**config.mk**
```make
export PLATFORM = sky130hd
export DESIGN_NAME = axi_read_router
export DESIGN_NICKNAME = d
export VERILOG_FILES = /design/src/rtl/axi_read_router.sv
export SDC_FILE = /design/constraint.sdc
export NUM_CORES = 1
export LEC_CHECK = 0
export ABC_AREA = 1
export CAP_MARGIN = 10
export CORE_AREA = 2 2 122 124
export DETAILED_ROUTE_END_ITERATION = 12
export DIE_AREA = 0 0 124 126
export GPL_ROUTABILITY_DRIVEN = 0
export PLACE_DENSITY = 0.69
export SLEW_MARGIN = 40
export SYNTH_ARGS = -nofsm -noshare
export SYNTH_HDL_FRONTEND = slang
export SYNTH_SLANG_ARGS = --single-unit
```
**constraint.sdc**
```tcl
create_clock -name AXI_CLK -period 4.36 [get_ports AXI_CLK]
set_input_delay 0.436 -clock AXI_CLK [delete_from_list [all_inputs] [get_ports AXI_CLK]]
set_output_delay 0.436 -clock AXI_CLK [all_outputs]
set_load 0.02 [all_outputs]
```
**src/rtl/axi_read_router.sv**
```systemverilog
// axi_read_router: single-master AXI read router. Decodes ARADDR against two
// address windows and forwards the read to port 0, port 1 or the default
// slave on port 2. Only one read is outstanding at a time. MISS_CNT counts,
// and saturates at 16'hFFFF, the reads that were routed to port 2.
//
// state | meaning
// IDLE  | waiting for M_ARVALID; latches the decoded port
// ADDR  | AR forwarded to the selected port until it is accepted
// DATA  | R beats of the selected port passed to the master until RLAST
module axi_read_router #(
    parameter int                W_CID  = 4,
    parameter int                W_ID   = 4,
    parameter int                W_ADDR = 32,
    parameter int                W_DATA = 32,
    parameter int                W_SID  = W_CID + W_ID,
    parameter logic [W_ADDR-1:0] BASE0  = 32'h0000_0000,
    parameter int                SZ0    = 12,
    parameter logic [W_ADDR-1:0] BASE1  = 32'h0000_1000,
    parameter int                SZ1    = 12
) (
    input  logic                  AXI_CLK,
    input  logic                  AXI_RST,
    input  logic [W_SID-1:0]      M_ARID,
    input  logic [W_ADDR-1:0]     M_ARADDR,
    input  logic [7:0]            M_ARLEN,
    input  logic [2:0]            M_ARSIZE,
    input  logic [1:0]            M_ARBURST,
    input  logic                  M_ARVALID,
    output logic                  M_ARREADY,
    output logic [W_SID-1:0]      M_RID,
    output logic [W_DATA-1:0]     M_RDATA,
    output logic [1:0]            M_RRESP,
    output logic                  M_RLAST,
    output logic                  M_RVALID,
    input  logic                  M_RREADY,
    output logic [W_SID-1:0]      S_ARID,
    output logic [W_ADDR-1:0]     S_ARADDR,
    output logic [7:0]            S_ARLEN,
    output logic [2:0]            S_ARSIZE,
    output logic [1:0]            S_ARBURST,
    output logic [2:0]            S_ARVALID,
    input  logic [2:0]            S_ARREADY,
    input  logic [3*W_SID-1:0]    S_RID,
    input  logic [3*W_DATA-1:0]   S_RDATA,
    input  logic [5:0]            S_RRESP,
    input  logic [2:0]            S_RLAST,
    input  logic [2:0]            S_RVALID,
    output logic [2:0]            S_RREADY,
    output logic [15:0]           MISS_CNT
);

    typedef enum logic [1:0] {ST_IDLE, ST_ADDR, ST_DATA} state_t;

    state_t      state_q, state_d;
    logic [1:0]  sel_q, sel_d;
    logic [15:0] miss_cnt_q, miss_cnt_d;

    logic        hit0, hit1;
    logic [1:0]  sel;
    logic [2:0]  sel_oh;
    logic        rvalid_sel, rlast_sel;

    // Window decode; port 0 wins when the windows overlap.
    assign hit0   = (M_ARADDR >> SZ0) == (BASE0 >> SZ0);
    assign hit1   = (M_ARADDR >> SZ1) == (BASE1 >> SZ1);
    assign sel    = hit0 ? 2'd0 : (hit1 ? 2'd1 : 2'd2);
    assign sel_oh = 3'(3'b001 << sel_q);

    // AR payload is a straight pass-through; only the valids are steered.
    assign S_ARID    = M_ARID;
    assign S_ARADDR  = M_ARADDR;
    assign S_ARLEN   = M_ARLEN;
    assign S_ARSIZE  = M_ARSIZE;
    assign S_ARBURST = M_ARBURST;
    assign MISS_CNT  = miss_cnt_q;

    // State, latched port and miss counter registers.
    always_ff @(posedge AXI_CLK or posedge AXI_RST) begin
        if (AXI_RST) begin
            state_q    <= ST_IDLE;
            sel_q      <= 2'd2;
            miss_cnt_q <= 16'h0000;
        end else begin
            state_q    <= state_d;
            sel_q      <= sel_d;
            miss_cnt_q <= miss_cnt_d;
        end
    end

    // Channel steering: R payload always shows the latched port's slice.
    always_comb begin
        M_RID      = '0;
        M_RDATA    = '0;
        M_RRESP    = '0;
        rvalid_sel = |(S_RVALID & sel_oh);
        rlast_sel  = |(S_RLAST & sel_oh);
        for (int k = 0; k < 3; k++) begin
            if (sel_oh[k]) begin
                M_RID   = S_RID[k*W_SID +: W_SID];
                M_RDATA = S_RDATA[k*W_DATA +: W_DATA];
                M_RRESP = S_RRESP[k*2 +: 2];
            end
        end
        M_ARREADY = 1'b0;
        M_RVALID  = 1'b0;
        M_RLAST   = 1'b0;
        S_ARVALID = 3'b000;
        S_RREADY  = 3'b000;
        case (state_q)
            ST_ADDR: begin
                S_ARVALID = sel_oh & {3{M_ARVALID}};
                M_ARREADY = |(S_ARREADY & sel_oh);
            end
            ST_DATA: begin
                M_RVALID = rvalid_sel;
                M_RLAST  = rlast_sel;
                S_RREADY = sel_oh & {3{M_RREADY}};
            end
            default: ;
        endcase
    end

    // Next-state, port latch and saturating miss count.
    always_comb begin
        state_d    = state_q;
        sel_d      = sel_q;
        miss_cnt_d = miss_cnt_q;
        case (state_q)
            ST_IDLE: begin
                if (M_ARVALID) begin
                    sel_d   = sel;
                    state_d = ST_ADDR;
                    if (sel == 2'd2 && miss_cnt_q != 16'hFFFF) begin
                        miss_cnt_d = miss_cnt_q + 16'd1;
                    end
                end
            end
            ST_ADDR: begin
                if (M_ARVALID && M_ARREADY) begin
                    state_d = ST_DATA;
                end
            end
            ST_DATA: begin
                if (M_RVALID && M_RREADY && M_RLAST) begin
                    state_d = ST_IDLE;
                end
            end
            default: state_d = ST_IDLE;
        endcase
    end

endmodule

```
# Word level (Yosys, flattened, before mapping)
# Cells that the tools add are included.
# word_totals
ff_bits	20
in_bits	192
out_inout_bits	120
word_cells	50
# classes
n_addsub	1
n_eq_ne	8
n_shift	1
n_mux	20
n_bitwise	5
reduce_logical	12
# op_table
operator	count
$mux 32	3
$logic_not 32->1	1
$mux 8	3
$eq 20x1->1 const B	1
$add 16x1->16 const B	1
$mux 2	8
$ne 16x16->1 const B	1
$and 3x3->3	5
$reduce_or 3->1	3
$mux 3	2
$ne 2x2->1 const B	3
$pmux 2 s3	1
$reduce_and 3->1	2
$eq 2x2->1 const B	2
$logic_and 1x1->1	4
$mux 1	3
$shl 1x2->3 const A	1
$eq 2x1->1 const B	1
$logic_not 2->1	1
$reduce_and 2->1	1

# Longest topological paths before layout
# logic_depth
word_depth	8
ltp_mapped	9
ltp_nobuf	8

# Worst setup path after synthesis
# No wires, ideal clock.
# synth_path
path_kind	register -> output
start	reg sel_q[1]
end	out M_RDATA[0]
arrival_ns	1.462
required_time_ns	3.924
setup_slack_ns	2.462
stages_incl_launch_ff	6
path_buffers	1
path_cell_list	dfstp_2 inv_1 nor2_1 clkbuf_1 nand2_1 nand3_1
# synth_via
elab_chain_len	4
# synth_rtl
item	line	text
start, declared	55	logic [1:0] sel_q, sel_d;
start signal, assigned	85	sel_q <= sel_d;
$shl 1x2->3 *	67	assign sel_oh = 3'(3'b001 << sel_q);
$mux 32 (2 in a row)	98	if (sel_oh[k]) begin
$mux 32 *	98	
end, declared	31	output logic [W_DATA-1:0] M_RDATA,
# Every way passes the cells marked *; elsewhere a longest branch is shown, timed or not.

# Worst setup path after layout
# layout_path
start	reg sel_q[1]
end	out M_RLAST
# layout_via
elab_chain_len	4
# layout_rtl
item	line	text
$shl 1x2->3	67	
$and 3x3->3	96	rlast_sel = |(S_RLAST & sel_oh);
$reduce_or 3->1	96	
$mux 1	109	case (state_q)
end, declared	33	output logic M_RLAST,
# No other way between the ends.

==> results.md <==
* Run status: complete, no violations
* Post-CTS Setup Repair Bufs at 0
* Pwr dens at 380 mW/mm²
* Num Clock Sinks at 20
* Multi-input gate area at 0.00152 mm²
* Initial core utilization at 17.8%
* Synth Register Bits at 20
* Commonest non-fill, non-tap cell in the layout: clkdlybuf4s50_1
* Synthesized netlist cell count at 453
* Drt first pass iters at 4
* Clock Path Buffers at 2
* Residual overflow from global routing at 0
* Num rows at 44
* Global Route met2 Usage at 24.6%
* Worst EP required at 3920 ps
* Clock skew at 3.31 ps
* Final setup vio count at 0
* Die width at 124 µm
* Cts repair resizes at 0
* Largest net degree at the start of global routing at 46
* DRC errors left at 0
* Initial DRC count at 154
* Synth Warn # at 0
* Global-route wire length before repair at 17700 µm
* Syn Nets at 646
* Hold Buf Count CTS at 0
* R2R cell count at 8
* Total negative slack at 0 ps
* Number of distinct library cells after synthesis at 20
* Area of the mapped netlist at 0.00254 mm²
* Port Buffers at 245
* Crit Path Max Fanout at 45
* DIE HEIGHT at 126 µm
* Total CTS buffers at 3
* Wire per inst at 14.6 µm
* Fmax achieved at 331 MHz
* HPWL Detailed at 9890 µm
* Post-synthesis sequential area ratio at 19.7%
* Antenna Nets Post-Route at 0
* Most frequent cells in the layout: 245 x clkdlybuf4s50_1, 210 x nand2_1, 69 x nand3_1
* Maxcap violations at 0
* Number of H-tree levels at 1
* Kind of critical path: flip-flop to output port
* GR Layer Usage met3 at 6.20%
* Relative slew slack at 51.9%
* Gr usage total at 14.5%
* Type of origin of the critical path: flip-flop
* Busiest grt layer: met2
* Worst skew pair latency at 250 ps
* Maximum vdd drop at 0.255 mV
* Final net count at 831
* Worst hold margin at 528 ps
* CTS tree: done
* Sequential standard cell area at 502 µm²
* Core Box Area at 0.0143 mm²
* WP data arrival at 2590 ps
* Layout area overhead at 93.2%
* RSZ-0062 raised after global routing: no
* Via count at 3464
* Pleak at 0.00209 µW
* Die ar. at 0.0156 mm²
* Drt total wl at 12000 µm
* Clock transition at path regs at 60 ps
* Slew Viols, Final at 0
* Fill cells at 1525
* Crit end category: output port
* Period utilization at 69.3%
* Ratio of cells with drive above 1 in the final layout at 2.51%
* IO Count at 312
* Number of global-route vias before repair at 3327
* Syn Area/Cell at 5.62 µm²
* Final Hold Viols at 0
* CTS root buffer: clkbuf_16
* Met1 usage at 16.9%
* Worst-margin pin slew at 717 ps
* Hold Path Class: input pin to async pin
* Min Tclk post-route at 3020 ps
* Initial antenna violation count at 2
* Ratio of routed vias to standard cells at 4.21
-- registers in the layout, summed over array words and instances, names as in the netlist --
register	count
state_q	2
MISS_CNT	16
sel_q	2
-- worst max-delay path, stage by stage, from the launching register on --
cell and delay [ps]:
dfstp_2 550, inv_1 90, nand2_1 120, clkinv_2 520
nand2_1 210, nand3_1 110, nand2_1 100, inv_1 40
clkdlybuf4s50_1 560
-- where the power goes --
| part | switching, µW | total, µW | internal (µW) |
|---|---|---|---|
| Clock | 66.8 | 207 | 140 |
| Combinational | 742 | 1390 | 652 |
| Sequential | 47.4 | 269 | 222 |
| Total | 856 | 1870 | 1010 |
-- cell usage after synthesis, drive strengths merged --
cell | count | share of area [%]
dfrtp | 19 | 19
clkinv | 1 | 0.15
nand2 | 210 | 31
o21ai | 6 | 1.2
nor2 | 44 | 6.8
o22ai | 1 | 0.25
ha | 1 | 0.49
nand3 | 69 | 14
clkbuf | 12 | 1.8
xnor2 | 10 | 3.4
buf | 56 | 16
inv | 19 | 2.8
nand4 | 2 | 1.7
xor2 | 2 | 0.69
dfstp | 1 | 1.0
-- per-stage QoR --
| stage | power, µW | setup WS [ps] | cell area (µm²) | util [%] | cells |
|---|---|---|---|---|---|
| 4_1_cts | 1870 | 1270 | 4880 | 34.1 | 820 |
| 3_3_place_gp | 1650 | 1590 | 4790 | 33.5 | 816 |
| 5_1_grt | 2010 | 1090 | 4910 | 34.3 | 821 |
| 2_1_floorplan | 1010 | 2460 | 2540 | - | 453 |
| 3_5_place_dp | 1650 | 1580 | 4790 | 33.5 | 816 |
| 6_report | 1870 | 1340 | 4910 | 34.3 | 823 |
-- worst paths after layout --
kind	startpoint	to	slack (ps)
max in group asynchronous	AXI_RST	sel_q[1]	3470
min in group AXI_CLK	MISS_CNT[15]	MISS_CNT[15]	580
min reg2reg	MISS_CNT[15]	MISS_CNT[15]	580
min	AXI_RST	MISS_CNT[0]	530
max	sel_q[1]	M_RLAST	1340
max reg2reg	sel_q[1]	state_q[1]	2360
-- cell type report --
type / instances / share of cell area [%]
sequential: 20 / 10.2
multi-input combinational: 345 / 30.9
timing repair buffer: 248 / 50.8
inverter: 20 / 1.55
antenna: 2 / 0.102
tap: 184 / 4.68
clock buffer: 4 / 1.81
-- cells by family after synthesis --
kind of cell,Yosys count,share of synthesized area [%]
AND/OR/NAND/NOR,325,53.0
buffers and inverters,88,21.2
flip-flops,20,19.7
XOR/XNOR,12,4.13
AO/OA/AOI/OAI,7,1.43
adder cells (fa/ha/maj),1,0.492
-- per-layer routing --
metal	part of all wire, %	vias to the layer above
met4	1.4	2
met5	0.11	-
met2	47	164
met1	38	1540
met3	13	22
li1	-	1736
Note: power is estimated with default switching activity, not from simulation.
